===== src/rtl/io_port_pkg.sv =====
// io_port_pkg: shared constants and helpers for the I/O port responder.
//   - register byte offsets inside the I/O region
//   - active-low 7-segment patterns (bit0 = segment a) and the decode function
package io_port_pkg;

    localparam int NUM_KEYS = 3;
    localparam int NUM_HEX  = 6;
    localparam int SW_W     = 10;

    localparam logic [7:0] IO_SW_OFS        = 8'h00;
    localparam logic [7:0] IO_KEY_OFS       = 8'h04;
    localparam logic [7:0] IO_KEY_EVENT_OFS = 8'h08;
    localparam logic [7:0] IO_LED_OFS       = 8'h0C;
    localparam logic [7:0] IO_HEX_OFS       = 8'h10;
    localparam logic [7:0] IO_HEX_BLANK_OFS = 8'h14;

    localparam logic [6:0] SEG_BLANK = 7'h7F;

    // Index d holds the pattern for hex digit d (entry 15 listed first).
    localparam logic [15:0][6:0] SEG_PATTERNS = {
        7'h0E, 7'h06, 7'h21, 7'h46, 7'h03, 7'h08, 7'h10, 7'h00,
        7'h78, 7'h02, 7'h12, 7'h19, 7'h30, 7'h24, 7'h79, 7'h40
    };

    function automatic logic [6:0] seg_decode(input logic [3:0] digit);
        return SEG_PATTERNS[digit];
    endfunction

endpackage


===== src/rtl/io_key_debounce.sv =====
// io_key_debounce: debounces one synchronized key level (1 = pressed) and
// emits a one-cycle rise pulse on the cycle the debounced level goes 0->1.
// Ports: clock, reset (sync, active-high), level_sync in; level_deb, rise out.
// Build option IO_KEY_DEBOUNCE_EN: when defined, a stability counter filters
// the level; when undefined, level_deb follows level_sync directly.
module io_key_debounce #(
    parameter int DEBOUNCE_CYCLES = 4
) (
    input  logic clock,
    input  logic reset,
    input  logic level_sync,
    output logic level_deb,
    output logic rise
);

    if (DEBOUNCE_CYCLES < 1) begin : g_cfg_err
        $error("DEBOUNCE_CYCLES must be at least 1");
    end

    logic deb_prev;

`ifdef IO_KEY_DEBOUNCE_EN
    localparam int CNT_W = $clog2(DEBOUNCE_CYCLES + 1);

    logic [CNT_W-1:0] cnt;
    logic             deb_q;

    // Counter runs only while the input disagrees with the debounced level;
    // any agreement restarts it, so short glitches never reach the flip.
    always_ff @(posedge clock) begin
        if (reset) begin
            cnt   <= '0;
            deb_q <= 1'b0;
        end else if (level_sync != deb_q) begin
            if (cnt == CNT_W'(DEBOUNCE_CYCLES - 1)) begin
                deb_q <= level_sync;
                cnt   <= '0;
            end else begin
                cnt <= cnt + 1'b1;
            end
        end else begin
            cnt <= '0;
        end
    end

    assign level_deb = deb_q;
`else
    assign level_deb = level_sync;
`endif

    always_ff @(posedge clock) begin
        if (reset) deb_prev <= 1'b0;
        else       deb_prev <= level_deb;
    end

    assign rise = level_deb & ~deb_prev;

endmodule


===== src/rtl/io_port_responder.sv =====
// io_port_responder: memory-mapped I/O responder on the CPU data bus.
// Ports:
//   clock, reset        single clock, synchronous active-high reset
//   io_sel, wen, ren    access strobes (wen/ren only meaningful with io_sel)
//   addr, wdata         byte offset (bits [1:0] ignored) and store data
//   rdata, rvalid       registered load data, valid one cycle after request
//   sw, key[3:1]        raw asynchronous switches / active-low keys
//   hex5..hex0, led     active-low segment drive, active-high LEDs
// Registers: SW(RO) KEY(RO) KEY_EVENT(W1C) LED HEX HEX_BLANK.
// Build option IO_KEY_DEBOUNCE_EN enables the per-key debounce counters.
module io_port_responder
    import io_port_pkg::*;
#(
    parameter int DEBOUNCE_CYCLES = 4,
    parameter int ADDR_W          = 8
) (
    input  logic              clock,
    input  logic              reset,
    input  logic              io_sel,
    input  logic              wen,
    input  logic              ren,
    input  logic [ADDR_W-1:0] addr,
    input  logic [31:0]       wdata,
    output logic [31:0]       rdata,
    output logic              rvalid,
    input  logic [SW_W-1:0]   sw,
    input  logic [3:1]        key,
    output logic [6:0]        hex5,
    output logic [6:0]        hex4,
    output logic [6:0]        hex3,
    output logic [6:0]        hex2,
    output logic [6:0]        hex1,
    output logic [6:0]        hex0,
    output logic [SW_W-1:0]   led
);

    // ---------------- input synchronizers ----------------
    logic [SW_W-1:0]     sw_s1, sw_s2;
    logic [NUM_KEYS-1:0] key_s1, key_s2;

    always_ff @(posedge clock) begin
        if (reset) begin
            sw_s1  <= '0;
            sw_s2  <= '0;
            key_s1 <= '1;
            key_s2 <= '1;
        end else begin
            sw_s1  <= sw;
            sw_s2  <= sw_s1;
            key_s1 <= key;
            key_s2 <= key_s1;
        end
    end

    // ---------------- key debounce, one instance per key ----------------
    logic [NUM_KEYS-1:0] key_lvl, key_deb, key_rise;

    assign key_lvl = ~key_s2;

    io_key_debounce #(
        .DEBOUNCE_CYCLES(DEBOUNCE_CYCLES)
    ) u_key_deb [NUM_KEYS-1:0] (
        .clock     (clock),
        .reset     (reset),
        .level_sync(key_lvl),
        .level_deb (key_deb),
        .rise      (key_rise)
    );

    // ---------------- bus decode ----------------
    logic [ADDR_W-1:0] word;
    logic              wr, rd;
    logic              unused_bits;

    assign word        = {addr[ADDR_W-1:2], 2'b00};
    assign wr          = io_sel & wen;
    assign rd          = io_sel & ren;
    assign unused_bits = ^{addr[1:0], wdata[31:24]};

    logic [SW_W-1:0]      led_q;
    logic [4*NUM_HEX-1:0] hex_q;
    logic [NUM_HEX-1:0]   blank_q;
    logic [NUM_KEYS-1:0]  event_q;
    logic [NUM_KEYS-1:0]  event_clr;
    logic [31:0]          rd_mux;

    always_comb begin
        rd_mux = '0;
        case (word)
            ADDR_W'(IO_SW_OFS):        rd_mux = {22'b0, sw_s2};
            ADDR_W'(IO_KEY_OFS):       rd_mux = {29'b0, key_deb};
            ADDR_W'(IO_KEY_EVENT_OFS): rd_mux = {29'b0, event_q};
            ADDR_W'(IO_LED_OFS):       rd_mux = {22'b0, led_q};
            ADDR_W'(IO_HEX_OFS):       rd_mux = {8'b0, hex_q};
            ADDR_W'(IO_HEX_BLANK_OFS): rd_mux = {26'b0, blank_q};
            default:                   rd_mux = '0;
        endcase
    end

    assign event_clr = (wr && word == ADDR_W'(IO_KEY_EVENT_OFS)) ? wdata[NUM_KEYS-1:0] : '0;

    // Read data is taken from pre-write register values, so a same-cycle
    // store is not visible to the load. A new rise beats a same-cycle clear.
    always_ff @(posedge clock) begin
        if (reset) begin
            rdata   <= '0;
            rvalid  <= 1'b0;
            led_q   <= '0;
            hex_q   <= '0;
            blank_q <= '1;
            event_q <= '0;
        end else begin
            rvalid  <= rd;
            if (rd) rdata <= rd_mux;
            if (wr && word == ADDR_W'(IO_LED_OFS))       led_q   <= wdata[SW_W-1:0];
            if (wr && word == ADDR_W'(IO_HEX_OFS))       hex_q   <= wdata[4*NUM_HEX-1:0];
            if (wr && word == ADDR_W'(IO_HEX_BLANK_OFS)) blank_q <= wdata[NUM_HEX-1:0];
            event_q <= (event_q & ~event_clr) | key_rise;
        end
    end

    // ---------------- display outputs ----------------
    logic [NUM_HEX-1:0][6:0] seg;

    for (genvar n = 0; n < NUM_HEX; n++) begin : g_seg
        assign seg[n] = blank_q[n] ? SEG_BLANK : seg_decode(hex_q[4*n +: 4]);
    end

    assign hex0 = seg[0];
    assign hex1 = seg[1];
    assign hex2 = seg[2];
    assign hex3 = seg[3];
    assign hex4 = seg[4];
    assign hex5 = seg[5];
    assign led  = led_q;

endmodule

===== config.mk =====
export PLATFORM = sky130hd
export DESIGN_NAME = io_port_responder
export DESIGN_NICKNAME = d
export VERILOG_FILES = /design/src/rtl/io_port_pkg.sv /design/src/rtl/io_key_debounce.sv /design/src/rtl/io_port_responder.sv
export SDC_FILE = /design/constraint.sdc
export NUM_CORES = 1
export LEC_CHECK = 0
export CAP_MARGIN = 20
export CORE_ASPECT_RATIO = 0.5
export CORE_MARGIN = 10
export CORE_UTILIZATION = 46
export DETAILED_ROUTE_END_ITERATION = 12
export PLACE_DENSITY_LB_ADDON = 0.12
export REMOVE_ABC_BUFFERS = 1
export SYNTH_ARGS = -nofsm -noshare
export SYNTH_HDL_FRONTEND = slang
export SYNTH_HIERARCHICAL = 1
export SYNTH_SLANG_ARGS = --single-unit

===== constraint.sdc =====
create_clock -name clock -period 2.9 [get_ports clock]
set_input_delay 0.435 -clock clock [delete_from_list [all_inputs] [get_ports clock]]
set_output_delay 0.435 -clock clock [all_outputs]
set_load 0.05 [all_outputs]

# Yosys cells after proc, flatten, opt, wreduce, memory -nomap -nowiden
# Memories as Yosys holds them, arrays and structs flattened. A register that Yosys moved wholly into a read port is not among the register bits.
# Cells that the tools add are included.
dict set report word_totals {
  ff_bits 105
  latch_bits 0
  ramBits 0
  romBits 672
  in_bits 58
  out_inout_bits 85
  elab_cells 73
  mem_count 6
}
dict set report op_classes {
  add_sub_neg 0
  mul 0
  n_div 0
  order_cmp 6
  eq_ne 5
  shifts 0
  n_mux 26
  bitwise 12
  n_reduce_logical 5
}
# memory words word_bits read_ports rd_clocked_by_memory_dff wr line
set mem_list {}
lappend mem_list {{(name not given)} 16 7 1 1 0 io_port_pkg.sv:26} ;# return SEG_PATTERNS[digit];
lappend mem_list {{(name not given)} 16 7 1 1 0 io_port_pkg.sv:26}
lappend mem_list {{(name not given)} 16 7 1 1 0 io_port_pkg.sv:26}
lappend mem_list {{(name not given)} 16 7 1 1 0 io_port_pkg.sv:26}
lappend mem_list {{(name not given)} 16 7 1 1 0 io_port_pkg.sv:26}
lappend mem_list {{(name not given)} 16 7 1 1 0 io_port_pkg.sv:26}
# operator n
set ops {}
lappend ops {{24-bit case mux with 6 select lines} 1}
lappend ops {{7-bit 2-to-1 mux} 12}
lappend ops {{4-bit 2-to-1 mux} 12}
lappend ops {{4-bit by 5-bit < comparator with 1-bit output, second input constant} 6}
lappend ops {{6-bit by 2-bit equality test with 1-bit output, second input constant} 2}
lappend ops {{6-bit by 3-bit equality test with 1-bit output, second input constant} 2}
lappend ops {{8-bit zero test} 1}
lappend ops {{6-bit by 1-bit equality test with 1-bit output, second input constant} 1}
lappend ops {{3-bit NOT} 2}
lappend ops {{1-bit AND} 5}
lappend ops {{1-bit logical AND} 4}
lappend ops {{3-bit AND} 1}
lappend ops {{3-bit 2-to-1 mux} 1}
lappend ops {{1-bit NOT} 3}
lappend ops {{3-bit OR} 1}

# Depth between registers and ports, before layout
dict set report depth {
  depth_word 6
  mapped_depth 10
  ltp_nobuf 8
}

# Hierarchy
# The synthesis kept the hierarchy.
# module n_inst cells_each area_per_inst_um2 seq_area_each_um2
set modules_own_cells {}
lappend modules_own_cells {io_port_responder 1 640 6361.1 2722.6}
lappend modules_own_cells {io_key_debounce 3 4 55.1 20.0}

# Least setup slack after synthesis
# OpenSTA, ideal clock, no wires.
dict set report synth_timing {
  kind {input port to flip-flop}
  from {input addr[5]}
  to {register with a tool-made name}
  setup_ns 0.119
  arrival_time_ns 2.691
  t_required_ns 2.781
  setup_slack_ns 0.090
  stages 9
  path_buffers 2
  path_cell_list {or3_1 > buf_2 > buf_6 > nor3_4 > mux2i_1 > nor2_4 > ha_1 > or3b_2 > o221a_2}
}
# element line
set synth_rtl {}
lappend synth_rtl {{start: declaration} io_port_responder.sv:22} ;# input logic [ADDR_W-1:0] addr,

==> flow_metrics.tcl <==
set metrics [dict create \
    status "completed" \
    htree_levels 4 \
    drtIter0Drc 247 \
    cpMaxStageDelayCell "or3b_2" \
    clock_skew_ns 0.0104 \
    critPathCaptureType "flip-flop" \
    cp.arrival_ns 2.99 \
    hold_ws_ns 0.413 \
    detail-route-antenna-nets 0 \
    cts-hold-fix-buffers 0 \
    path_cells "clkdlybuf4s50_1 -> or3_1 -> buf_4 -> o31ai_1 -> a21oi_1 -> ha_1 -> or3b_2 -> o221a_2" \
    drv_cap 0 \
    netlist_area_um2 6530 \
    layout-drive-gt1-share 0.264 \
    synth_mux_area_frac 0.102 \
    die_width_um 188 \
    ys_types 45 \
    fp.coreArea_um2 13700 \
    worstPathRequired_ns 3.20 \
    rsz0062_at_grt "false" \
    final_core_util 0.668 \
    ios 143 \
    clk_pin_slew_ns 0.06 \
    ys_ff_latch 139 \
    grt_pass1_wl_mm 27.8 \
    finalMaxSlewViolations 0 \
    synth-adder-area-share 0.0690 \
    die_h_um 104 \
    nets 957 \
    synth_top_area_share 0.426 \
    crit_type "input port to flip-flop" \
    cts_tree "built" \
    dp_hpwl_mm 13.2 \
    peakVddDrop_uv 342 \
    synthSimpleGateAreaFrac 0.183 \
    hold_violations 0 \
    period_minus_slack_ns 2.69 \
    async_flop_share 0 \
    grt_start_max_net_pins 48 \
    worst_hold_path_type "flip-flop to flip-flop" \
    setup_slack_ns 0.211 \
    holdPathStages 1 \
    ys_top_cells_by_area "dfxtp_1 43%, mux2i_1 7.1%, ha_1 6.9%" \
    area_growth_pct 40.2 \
    slowest_delay_ns 0.48 \
    io_buffers 124 \
    yosysTopAreaCell "dfxtp_1" \
    rows 30 \
    initial_utilization 0.476 \
    maxSlewHeadroom 0.584 \
    post_cts_resized 0 \
    gp_congestion 0.828 \
    drc_errors 0 \
    grt_usage 0.172 \
    yosysMostFrequentCell "dfxtp_1" \
    synth_edf_count 0 \
    die_area_um2 19600 \
    fmax_mhz 372 \
    cp-start-kind "input port" \
    synth_top_family_by_area "simple AND/OR/NAND/NOR gates" \
    synth_ff_type "dfxtp_1" \
    power.leakage_nw 3.59 \
    fin_area_um2 9150 \
    clock_insertion_delay_worst_skew_ns 0.41 \
    post-cts-setup-buffers 0 \
    netlist_top_cells_count "139 x dfxtp_1, 53 x or2_2, 49 x nor2_1" \
    period_share 0.927 \
    hold_end "key_s2[2]" \
    synth-seq-area-share 0.426 \
    rrSetupSlack_ns 1.08 \
    grt_pass1_vias 5498 \
    setup_viol 0 \
    synthCells 652 \
    place_area_um2 8560 \
    yosys.area_share.xor_xnor 0.00805 \
    first_pass_iters 6 \
    cts.path.max_buffers 2 \
    overflow 0 \
    wl_per_cell_um 16.3 \
    synth_compound_area_frac 0.146 \
    grt_antenna_before_repair 0 \
    numCtsBuffers 17 \
    worstHoldStart "key_s1[2]" \
    drt_wl_total_mm 17.4 \
    p_total_mw 4.37 \
    clockRootBuffer "clkbuf_16" \
    ff2ff_path_depth 5 \
    antennaDiodeCount 0 \
    cp_max_fo 15 \
    syn_area_per_cell_um2 10.0 \
    power_density_nw_per_um2 478 \
    tightest_slew_ns 0.624 \
    dp_slack_ns -0.199 \
    ys_warn_count 6 \
    clkSinkCount 139 \
    vias 5458 \
    viasPerCell 5.11 \
    r2r-start "hex_q[0]" \
]
layout make-up:
class / count / area [um^2]
well taps: 192 / 240
clock inverters: 10 / 115
fillers: 1127 / 4550
flip-flops and latches: 139 / 2780
multi-input cells: 437 / 3340
repair buffers: 232 / 2060
inverters: 36 / 135
clock buffers: 22 / 474
stage by stage:
step	instances	TNS [ns]
CTS	1068	0
detailed placement	1036	-2.24
global route	1068	0
finish	1068	0
global placement	1036	-1.07
floorplan	612	-0.150
where the power goes:
group / leakage (nW) / internal, mW / switching [mW]
Sequential: 1.13 / 1.93 / 0.00806
Clock: 0.283 / 1.33 / 0.815
Combinational: 2.18 / 0.125 / 0.153
critical path: cells and delay by family:
kind | cells | cell delay (ns)
AOI/OAI and AO/OA | 3 | 0.67
adders and majority gates | 1 | 0.29
buffers and inverters | 2 | 0.66
and+or+nand+nor | 2 | 0.93
layout by cell type, fill, tap and decap left out, types with 7 or more instances in the layout:
master and n:
clkdlybuf4s50_1 123, clkbuf_16 17, nor2b_1 20, nand3_1 21, buf_4 108, o22ai_1 27, or2_2 53, nand2b_1 8
mux4_2 9, dfxtp_1 139, mux2i_1 46, a22oi_1 24, o21ai_0 7, ha_1 36, a21oi_1 24, inv_1 36
o31ai_1 16, nor2_1 49, conb_1 8, nand2_1 20
routing by layer:
| layer | up-vias | track usage | share of wire |
|---|---|---|---|
| met3 | 17 | 0.0552 | 0.073 |
| met2 | 161 | 0.288 | 0.47 |
| li1 | 2692 | - | - |
| met1 | 2588 | 0.205 | 0.44 |
| met4 | 0 | 0.0524 | 0.011 |
| met5 | - | 0 | 0 |
kinds of logic (layout without fill, tap and decap cells):
group                      count (synthesis)  count (layout)
other                                      1               8
buffers and inverters                     83             300
muxes                                     55              55
AOI/OAI and AO/OA                        131             131
adders and majority gates                 36              36
and+or+nand+nor                          201             201
DFF                                      139             139
xor gates and xnor gates                   6               6
how the worst max path moves through the flow:
stage / start / cells after the start / to / slack [ns]
finish: addr[5] / 8 / flip-flop / 0.21
global route: addr[2] / 9 / flip-flop / 0.10
floorplan: addr[5] / 7 / flip-flop / -0.06
global placement: addr[2] / 9 / flip-flop / -0.13
CTS: addr[5] / 8 / flip-flop / 0.22
detailed placement: addr[5] / 8 / flip-flop / -0.20
Power figures use the tool's default switching activity.
